[src/rtl/bcd_pkg.sv]
// Shared constants and types for the sequential binary-to-BCD converter.
package bcd_pkg;

  localparam int unsigned DIGIT_W = 4;
  localparam logic [DIGIT_W-1:0] ADJ_LIMIT = 4'd5;

  typedef enum logic {
    ST_IDLE  = 1'b0,
    ST_SHIFT = 1'b1
  } state_t;

endpackage

[src/rtl/bin_to_bcd_seq_if.sv]
// Start/busy/done handshake and data bus of the binary-to-BCD converter.
interface bin_to_bcd_seq_if #(
  parameter int unsigned WIDTH  = 8,
  parameter int unsigned DIGITS = 3
);

  logic                  start;
  logic [WIDTH-1:0]      bin_in;
  logic                  busy;
  logic                  done;
  logic [4*DIGITS-1:0]   bcd_out;
  logic                  ovf;

  modport master (
    output start, bin_in,
    input  busy, done, bcd_out, ovf
  );

  modport slave (
    input  start, bin_in,
    output busy, done, bcd_out, ovf
  );

endinterface

[src/rtl/bcd_digit_adj.sv]
// One BCD digit correction cell: values of 5 or more get +3 before the shift.
module bcd_digit_adj
  import bcd_pkg::*;
(
  input  logic [DIGIT_W-1:0] din,
  output logic [DIGIT_W-1:0] dout
);

  // 5..9 map to 8..12, so the 4-bit sum never wraps
  always_comb begin
    dout = (din >= ADJ_LIMIT) ? din + DIGIT_W'(3) : din;
  end

endmodule

[src/rtl/bin_to_bcd_seq.sv]
// Sequential double-dabble converter: one input bit per clock, start/busy/done handshake.
module bin_to_bcd_seq
  import bcd_pkg::*;
#(
  parameter int unsigned WIDTH  = 8,
  parameter int unsigned DIGITS = 3
) (
  input  logic             clk,
  input  logic             rst,
  bin_to_bcd_seq_if.slave  bus
);

  localparam int unsigned BCD_W = DIGIT_W * DIGITS;
  localparam int unsigned CNT_W = $clog2(WIDTH + 1);

  state_t             state;
  state_t             state_nxt;
  logic [CNT_W-1:0]   count;
  logic [WIDTH-1:0]   shreg;
  logic [WIDTH-1:0]   shreg_nxt;
  logic [BCD_W-1:0]   scratch;
  logic [BCD_W-1:0]   adjusted;
  logic [BCD_W-1:0]   scratch_nxt;
  logic               acc;
  logic               shift_out;
  logic               load;
  logic               step;
  logic               finish;

  for (genvar g = 0; g < DIGITS; g++) begin : g_adj
    bcd_digit_adj u_adj (
      .din  (scratch[g*DIGIT_W +: DIGIT_W]),
      .dout (adjusted[g*DIGIT_W +: DIGIT_W])
    );
  end

  // Shift the adjusted digits and the binary operand left as one register;
  // the bit leaving the top digit feeds the overflow accumulator
  always_comb begin
    {shift_out, scratch_nxt, shreg_nxt} = {adjusted, shreg, 1'b0};
  end

  // State register
  always_ff @(posedge clk) begin
    if (rst) state <= ST_IDLE;
    else     state <= state_nxt;
  end

  // Next-state logic
  always_comb begin
    state_nxt = state;
    case (state)
      ST_IDLE:  if (bus.start) state_nxt = ST_SHIFT;
      ST_SHIFT: if (count == CNT_W'(1)) state_nxt = ST_IDLE;
      default:  state_nxt = ST_IDLE;
    endcase
  end

  // Control strobes and busy derived from the current state
  always_comb begin
    load     = 1'b0;
    step     = 1'b0;
    finish   = 1'b0;
    bus.busy = 1'b0;
    case (state)
      ST_IDLE:  load = bus.start;
      ST_SHIFT: begin
        bus.busy = 1'b1;
        step     = 1'b1;
        finish   = (count == CNT_W'(1));
      end
      default: ;
    endcase
  end

  // Datapath: operand capture, per-cycle shift, and result hand-off on the last shift
  always_ff @(posedge clk) begin
    if (rst) begin
      count       <= '0;
      shreg       <= '0;
      scratch     <= '0;
      acc         <= 1'b0;
      bus.done    <= 1'b0;
      bus.bcd_out <= '0;
      bus.ovf     <= 1'b0;
    end else begin
      bus.done <= 1'b0;
      if (load) begin
        shreg   <= bus.bin_in;
        scratch <= '0;
        acc     <= 1'b0;
        count   <= CNT_W'(WIDTH);
      end else if (step) begin
        shreg   <= shreg_nxt;
        scratch <= scratch_nxt;
        acc     <= acc | shift_out;
        count   <= count - CNT_W'(1);
        if (finish) begin
          bus.bcd_out <= scratch_nxt;
          bus.ovf     <= acc | shift_out;
          bus.done    <= 1'b1;
        end
      end
    end
  end

endmodule

[src/flat_wrapper.sv]
// flat-port wrapper written by rule: the top's interface ports become plain ports
module bin_to_bcd_seq_flat import bcd_pkg::*;
#(
  parameter int unsigned WIDTH  = 8,
  parameter int unsigned DIGITS = 3
)
  (clk, rst, bus_start, bus_bin_in, bus_busy, bus_done, bus_bcd_out, bus_ovf);
  bin_to_bcd_seq_if #(.WIDTH(WIDTH), .DIGITS(DIGITS)) bus_i ();
  input  logic clk;
  input  logic rst;
  input wire logic [$bits(bus_i.start)-1:0] bus_start;
  input wire logic [$bits(bus_i.bin_in)-1:0] bus_bin_in;
  output wire logic [$bits(bus_i.busy)-1:0] bus_busy;
  output wire logic [$bits(bus_i.done)-1:0] bus_done;
  output wire logic [$bits(bus_i.bcd_out)-1:0] bus_bcd_out;
  output wire logic [$bits(bus_i.ovf)-1:0] bus_ovf;
  assign bus_i.start = bus_start;
  assign bus_i.bin_in = bus_bin_in;
  assign bus_busy = bus_i.busy;
  assign bus_done = bus_i.done;
  assign bus_bcd_out = bus_i.bcd_out;
  assign bus_ovf = bus_i.ovf;
  bin_to_bcd_seq #(.WIDTH(WIDTH), .DIGITS(DIGITS)) u_core (.clk(clk), .rst(rst), .bus(bus_i));
endmodule
[config.mk]
export PLATFORM = sky130hd
export DESIGN_NAME = bin_to_bcd_seq_flat
export DESIGN_NICKNAME = d
export VERILOG_FILES = /design/src/rtl/bcd_pkg.sv /design/src/rtl/bin_to_bcd_seq_if.sv /design/src/rtl/bcd_digit_adj.sv /design/src/rtl/bin_to_bcd_seq.sv /design/src/flat_wrapper.sv
export SDC_FILE = /design/constraint.sdc
export NUM_CORES = 1
export LEC_CHECK = 0
export BUFFER_PORTS_ARGS = -buffer_cell sky130_fd_sc_hd__buf_4
export CAP_MARGIN = 20
export CORE_ASPECT_RATIO = 0.6
export CORE_MARGIN = 2
export CORE_UTILIZATION = 50
export DETAILED_ROUTE_END_ITERATION = 16
export GPL_ROUTABILITY_DRIVEN = 0
export GPL_TIMING_DRIVEN = 0
export PLACE_DENSITY = 0.83
export SLEW_MARGIN = 10
export SYNTH_ARGS = -nofsm -noshare
export SYNTH_HDL_FRONTEND = slang
export SYNTH_SLANG_ARGS = --single-unit
export TNS_END_PERCENT = 20
[constraint.sdc]
create_clock -name clk -period 1.4 [get_ports clk]
set_input_delay 0.42 -clock clk [delete_from_list [all_inputs] [get_ports clk]]
set_output_delay 0.42 -clock clk [all_outputs]
set_load 0.05 [all_outputs]
== Word level (Yosys, flattened, before mapping) ==
Cells that the tools add are included.
Storage, ports and cells
  flip-flop bits (word level): 40
  latch bits: 0
  RAM bits: 0
  bits in read-only memories: 0
  input port bits: 11
  output and inout bits: 15
  logic and storage cells: 39
  memories kept: 0
Cells by class
  $add $sub $neg: 4
  multiply operators: 0
  divide/modulo/power cells: 0
  $lt $le $gt $ge: 3
  equal/unequal tests: 1
  shift-type cells: 0
  muxes and demuxes: 14
  bitwise operators: 4
  reductions and logical operators: 4
Operators by type and width (count)
  4-bit 2-to-1 mux: 5
  8-bit 2-to-1 mux: 2
  4-bit by 2-bit adder with 4-bit output (second input constant): 3
  4-bit by 3-bit greater-or-equal comparator with 1-bit output (second input constant): 3
  1-bit 2-to-1 mux: 6
  4-bit by 1-bit equality test with 1-bit output (second input constant): 1
  4-bit by 1-bit subtractor with 4-bit output (second input constant): 1
  1-bit NOT: 3
  3-bit AND reduction: 1
  3-bit OR reduction: 1
  1-bit case mux with 2 select lines: 1
  2-bit nonzero test: 1
  2-bit OR reduction: 1
  1-bit bitwise OR: 1

== Logic depth before layout (Yosys ltp) ==
Gate-level depths: netlist (run 1).
  depth in word-level cells: 3
  depth in mapped cells: 6
  gate-level depth less buffers: 6

== Hierarchy ==
From an unflattened synthesis (run 1), not the netlist that was laid out.
Second synthesis, totals
  cell total of the unflattened synthesis: 187
  area total of the unflattened synthesis: 1793.0 um^2
Modules (own cells, without submodules)
  bin_to_bcd_seq: times used 1, cells an instance 139, area an instance 1488.9 um^2, sequential area each 800.8 um^2
  bcd_digit_adj: times used 3, cells an instance 16, area an instance 101.3 um^2, sequential area each 0.0 um^2

== Least setup slack after synthesis (run 1) ==
Ideal clock, no wire load.
  path kind: reg2reg
  start point: register u_core.state
  end point: register u_core.bus.bcd_out[3]
  library setup time: 134 ps
  arrival: 1714 ps
  path slack: -448 ps
  stages on the path, launching flop included: 6
  path through: dfxtp_1 -> inv_2 -> or4b_1 -> buf_2 -> a21oi_1 -> a211oi_1
On the way
  cells in the longest elaborated chain, start to end: 3
  elaborated cells on any way between the ends: 5
  those cells by class: mux: 3; bitwise: 1; reduce/logical: 1
RTL lines
  start, declared: RTL line bin_to_bcd_seq.sv:16  | state_t state;
  start signal, assigned: RTL line bin_to_bcd_seq.sv:46  | else state <= state_nxt;
  1-bit 2-to-1 mux: RTL line bin_to_bcd_seq.sv:65  | case (state)
  1-bit NOT (no source line)
  3-bit AND reduction (no source line) (*)
  end signal, assigned: RTL line bin_to_bcd_seq.sv:99  | bus.bcd_out <= scratch_nxt;
  end, declared: RTL line bin_to_bcd_seq_if.sv:21  | output busy, done, bcd_out, ovf
Mark *: on every way between the ends. The rest lies on a longest branch, timed or not.
A chain may end at the register's enable or synchronous reset.

== Worst setup path after layout (run 1) ==
  start point: register u_core.count[1]
  end point: register u_core.bus.bcd_out[1]
On the way
  cells in the longest elaborated chain, start to end: 3
RTL lines
  start, declared: RTL line bin_to_bcd_seq.sv:18  | logic [CNT_W-1:0] count;
  start signal, assigned: RTL line bin_to_bcd_seq.sv:92  | count <= CNT_W'(WIDTH);
  start signal, assigned: RTL line bin_to_bcd_seq.sv:97  | count <= count - CNT_W'(1);
  4-bit by 1-bit equality test with 1-bit output: RTL line bin_to_bcd_seq.sv:70  | finish = (count == CNT_W'(1));
  1-bit 2-to-1 mux: RTL line bin_to_bcd_seq.sv:65
  3-bit AND reduction (no source line)
No other way between the ends.

==> metrics.cfg, run 1 <==
[final_layout]
mostFrequentLayoutCell=buf_4
layout_common_cells=buf_4, nor2_1, dfxtp_1, a21oi_1, nand2_1
multi_input_area_um2=1120
seqCellArea_um2=821
n_fill_cell=275
nNetsFinal=286
antenna_cells=0
final_util_pct=70.1
area_delta_synth_final_pct=36.4
drive_gt1_share_pct=34.0

[critical_path]
crit_required_ns=1.58
cp-end-kind=flop
worstSetupPathType=reg2reg
critPathMaxFanout=4
startpoint_type=flop
critPathArrivalTime_ns=1.67

[power]
cellPowerDensity_nw_per_um2=953
total_power_mw=2.42
power_frac_seq_pct=50.1
peakVddDrop_uv=653
pwr-share-clk_pct=33.8
sw_frac_of_total_pct=28.0
combPwrFrac_pct=16.1
p_sw_mw=0.676
intPower_mw=1.74
p_leak_nw=1.00

[global_route]
grt_pass1_vias=1633
grtUsageMet2_pct=41.8
grt_first_pass_wirelength_um=7980
met1_usage_pct=33.7
grt_busiest_layer=met2
antenna_found_initial=0
grtUsageMet3_pct=6.01
grt_overflow=0
grt_max_degree=12
grt.total_usage_pct=26.0

[synthesis]
synth_edf_count=0
syn_inst=221
synth_fp_nets=240
ys_seq_elements=40
ys_top_cells_by_area=dfxtp_1, a21oi_1, nor2_1, ha_1, mux2i_1
ys_types=30
synth-async-reset-ratio_pct=0
synth_area_per_cell_um2=8.41
yosys_warnings=0
synth.largest_area_cell=dfxtp_1
seq_area_frac_synth_pct=43.1
synth_top_cell_area_share_pct=43.1
syn-cell-area_um2=1860
ys.flop_type=dfxtp_1

[drt]
via_count=1823
first_pass_iters=4
drt_wl_total_um=5480
drc=0
antenna_left=0
wire_per_inst_um=17.4
first_iter_violations=121
post_drt_via_cell_ratio=5.79

[clocking]
htree_levels=2
cts_sinks=40
clk_latency_ns=0.30
cts_buffer_depth=2
cts_buffers=5
root_buffer=clkbuf_8
cts_tree=done
ctsHoldBuffers=0
path_clk_slew_ns=0.08

[floorplan]
boundaryPins=26
num_rows=17
coreArea_um2=3620
die_area_um2=4240
die_height_um=51.2
initial_core_util_pct=51.4
die_w_um=82.7

[sta]
timing.final.ws_setup_ns=-0.0885
finalCritPeriodShare_pct=106
tightest_slew_ns=0.718
hold_slack_ns=0.412
min_period_ns=1.49
maxSlewViolCount=0
tns_ns=-0.498
finalSetupViolations=11
hold_viol=0
skew_ns=0.00530
fmax_mhz=672
rsz0062_at_grt=true
relSlewSlack_pct=52.1

[placement]
port_buffers=24
dpl.hpwl_um=3100
place_ws_ns=-0.262

[outcome]
violations=setup timing
status=finished with violations

[worst_hold_path]
holdCritPathClass=in2reg

[run]
maxCapViolations=0

final timing paths:
path                                             from                    end  slack, ns  depth (start not counted)
worst min register to register  u_core.bus.bcd_out[2]  u_core.bus.bcd_out[2]       0.46                          2
worst min-delay path                    bus_bin_in[0]        u_core.shreg[0]       0.41                          3
worst max-delay path                  u_core.count[1]  u_core.bus.bcd_out[1]      -0.09                          6
worst max register to register        u_core.count[1]  u_core.bus.bcd_out[1]      -0.09                          6
what timing repair did:
action                                  CTS  global route
gates resized for setup                  23            32
pin swaps                                 3             6
buffers inserted                          8             5
gates cloned                              1             1
endpoints found under the setup margin   38            34
flip-flops by register name, summed over array words and instances, names as in the netlist:
signal,flops
u_core.bus.done,1
u_core.shreg,8
u_core.bus.ovf,1
u_core.state,1
u_core.count,4
u_core.acc,1
u_core.scratch,12
u_core.bus.bcd_out,12
critical path, stage by stage (launching register included):
cell	delay [ns]
dfxtp_2	0.33
inv_2	0.08
ha_4	0.13
or4b_4	0.47
buf_2	0.19
nand3b_1	0.10
o21ai_1	0.08
power groups by stage:
| stage | registers, mW | logic (mW) | clock network, mW |
|---|---|---|---|
| 2_1_floorplan | 1.26 | 0.189 | 0 |
| 3_3_place_gp | 1.24 | 0.293 | 0 |
| 3_5_place_dp | 1.24 | 0.301 | 0 |
| 4_1_cts | 1.21 | 0.338 | 0.808 |
| 5_1_grt | 1.21 | 0.419 | 0.872 |
| 6_report | 1.21 | 0.389 | 0.817 |
layout make-up:
| type | count | share of cell area (%) |
|---|---|---|
| Multi-Input combinational cell | 156 | 44.1 |
| Sequential cell | 40 | 32.4 |
| Timing Repair Buffer | 39 | 12.9 |
| Clock buffer | 8 | 3.55 |
| Buffer | 11 | 2.62 |
| Tap cell | 47 | 2.32 |
| Inverter | 14 | 2.17 |
metrics by stage:
stage,area [um2],std cells
2_1_floorplan,1880,221
3_3_place_gp,2120,292
5_1_grt,2530,315
4_1_cts,2360,309
3_5_place_dp,2120,292
6_report,2530,315
cell usage after synthesis (2+ instances only):
library cell  count
xnor2_1           5
a211o_1           3
ha_1              8
a21oi_1          25
o211ai_1          3
clkbuf_1          6
nor2_1           30
buf_1             2
nand3b_1          3
nand2_1          16
dfxtp_1          40
nand3_1           3
buf_2             2
nor3_1            7
o22ai_1           4
mux2i_1           9
o21ai_0          12
inv_1            13
a311oi_1          2
a211oi_1          8
nand2b_1          5
a31oi_1           3
and3_1            3
nor2b_1           3
routing by layer:
metal,wire (um),share of wire (%)
met5,0,0
met4,143,2.6
met3,482,8.8
met2,2580,47
met1,2270,41
logic make-up (layout without fill, tap and decap cells):
logic type      after synthesis  in the layout  share of synthesized area, %
buf+inv                      25             72                          5.59
flops                        40             40                          43.1
compound gates               61             61                          19.5
simple gates                 72             72                          18.7
mux                           9              9                          4.85
fa+ha+maj                     8              8                          5.39
xor+xnor                      6              6                          2.83
Note: power is estimated with default switching activity, not from simulation.
==> run 2, diff against run 1 <==
Settings changed: PLACE_DENSITY 0.83 to unset, PLACE_DENSITY_LB_ADDON set to 0.08, SETUP_SLACK_MARGIN set to 0.05.
==> run 2 against run 1 <==
The flow still finishes with violations (setup timing). Worst setup slack about the same. Global-route usage decreased by 1.5 points. Clock power decreased by 4.2%. Non-clock buffer count decreased by 4. Die area unchanged. Largest cell class unchanged.
==> metrics.cfg, run 2 (same netlist as run 1, synthesis figures left out) <==
[clocking]
path_clk_slew_ns=0.07  ; about the same
clk_latency_ns=0.29  ; about the same
cts_buffers=5  ; unchanged
root_buffer=clkbuf_8
htree_levels=2  ; unchanged
cts_buffer_depth=2  ; unchanged
cts_sinks=40  ; unchanged
cts_tree=done
ctsHoldBuffers=0  ; unchanged

[drt]
first_pass_iters=4  ; unchanged
via_count=1747  ; -4.2%
first_iter_violations=103  ; -15%
wire_per_inst_um=16.3  ; -6.2%
drc=0  ; unchanged
post_drt_via_cell_ratio=5.62  ; -2.9%
antenna_left=0  ; unchanged
drt_wl_total_um=5070  ; -7.4%

[floorplan]
boundaryPins=26  ; unchanged
coreArea_um2=3620  ; unchanged
initial_core_util_pct=51.4  ; unchanged
num_rows=17  ; unchanged
die_w_um=82.7  ; unchanged
die_area_um2=4240  ; unchanged
die_height_um=51.2  ; unchanged

[global_route]
grt_first_pass_wirelength_um=7620  ; -4.6%
grt.total_usage_pct=24.5  ; -1.5 points
grt_pass1_vias=1482  ; -9.2%
grt_max_degree=12  ; unchanged
grt_overflow=0  ; unchanged
antenna_found_initial=0  ; unchanged

[placement]
place_ws_ns=-0.281  ; -0.0192 ns
dpl.hpwl_um=3040  ; -2.1%
dp.cells=292  ; unchanged
port_buffers=24  ; unchanged
detailed_place.area_um2=2120  ; unchanged

[final_layout]
n_fill_cell=276  ; +0.36%
mostFrequentLayoutCell=buf_4
layout_common_cells=buf_4, nor2_1, dfxtp_1, a21oi_1, nand2_1
nNetsFinal=282  ; -1.4%
post-route-cell-area_um2=2490  ; -1.6%
final_util_pct=69.0  ; -1.1 points
drive_gt1_share_pct=34.1  ; +0.14 points
reg_top3=u_core.bus.bcd_out x12, u_core.scratch x12, u_core.shreg x8
area_delta_synth_final_pct=34.2
antenna_cells=0  ; unchanged
layout.cells.non_filler=311  ; -1.3%

[sta]
maxSlewViolCount=0  ; unchanged
finalCritPeriodShare_pct=106  ; about the same
relSlewSlack_pct=60.1  ; +8.0 points
rsz0062_at_grt=true
skew_ns=0.00530  ; +0.000000720 ns
timing.final.ws_setup_ns=-0.0883  ; +0.000180 ns
finalSetupViolations=12  ; +1
min_period_ns=1.49  ; -0.000180 ns
tns_ns=-0.467  ; +0.0314 ns
hold_slack_ns=0.415  ; +0.00321 ns
fmax_mhz=672  ; about the same
hold_viol=0  ; unchanged
tightest_slew_ns=0.598  ; -0.120 ns

[critical_path]
crit_required_ns=1.55  ; -0.03 ns
startpoint_type=flop
critPathArrivalTime_ns=1.64  ; -0.03 ns
cp-end-kind=flop
worstSetupPathType=reg2reg
reg2reg_slack_ns=-0.09  ; about the same
critPathMaxFanout=5  ; +1

[run]
maxCapViolations=0  ; unchanged

[power]
p_leak_nw=0.992  ; -1.2%
peakVddDrop_uv=593  ; -9.3%
total_power_mw=2.38  ; -1.7%
cellPowerDensity_nw_per_um2=952  ; about the same

[worst_hold_path]
holdCritPathClass=in2reg

[outcome]
violations=setup timing
status=finished with violations

-- run 2: changes by cell type in the layout (fill, tap and decap cells not counted), sizes merged --
cell	delta
buf	-4
clkbuf	-1
bufbuf	+1
-- run 2: per-layer routing --
layer | track usage (%) | routed length (um) | share of wire [%]
met5 | 0 | 0 | 0
met2 | 35.1 | 2220 | 44
met3 | 6.18 | 255 | 5.0
met4 | 9.02 | 97 | 1.9
met1 | 35.5 | 2500 | 49
-- run 2: timing repair --
action	4_1_cts	5_1_grt
setup buffers	9	0
gates resized for setup	27	27
setup endpoints to repair	40	36
cloned	2	0
pin swaps	9	7
hold endpoints to repair	0	0
-- run 2: path summary, 6_finish.rpt --
| kind | startpoint | endpoint | depth (start not counted) |
|---|---|---|---|
| worst max-delay path | u_core.count[1] | u_core.bus.bcd_out[7] | 6 |
| worst min-delay path | bus_bin_in[0] | u_core.shreg[0] | 3 |
| worst max register to register | u_core.count[1] | u_core.bus.bcd_out[7] | 6 |
| worst min register to register | u_core.bus.bcd_out[2] | u_core.bus.bcd_out[2] | 2 |
-- run 2: worst max-delay path, stage by stage, from the launching register on --
cell and delay, ns:
dfxtp_2 0.33, inv_2 0.08, ha_4 0.12, or4b_4 0.49, buf_6 0.17, a21oi_2 0.09, a211oi_1 0.07
-- run 2: final cells by class --
class | count | area [um2] | share of cell area (%)
sequential | 40 | 818 | 32.8
timing repair buffer | 35 | 295 | 11.8
clock buffer | 8 | 90.1 | 3.61
buffer | 11 | 67.6 | 2.71
multi-input combinational | 156 | 1110 | 44.4
tap | 47 | 58.8 | 2.36
inverter | 14 | 57.6 | 2.31
-- run 2: power by group --
group          internal, mW  leakage, nW  switching (mW)
registers              1.18        0.330          0.0386
logic                 0.158        0.617           0.219
clock network         0.402       0.0455           0.381
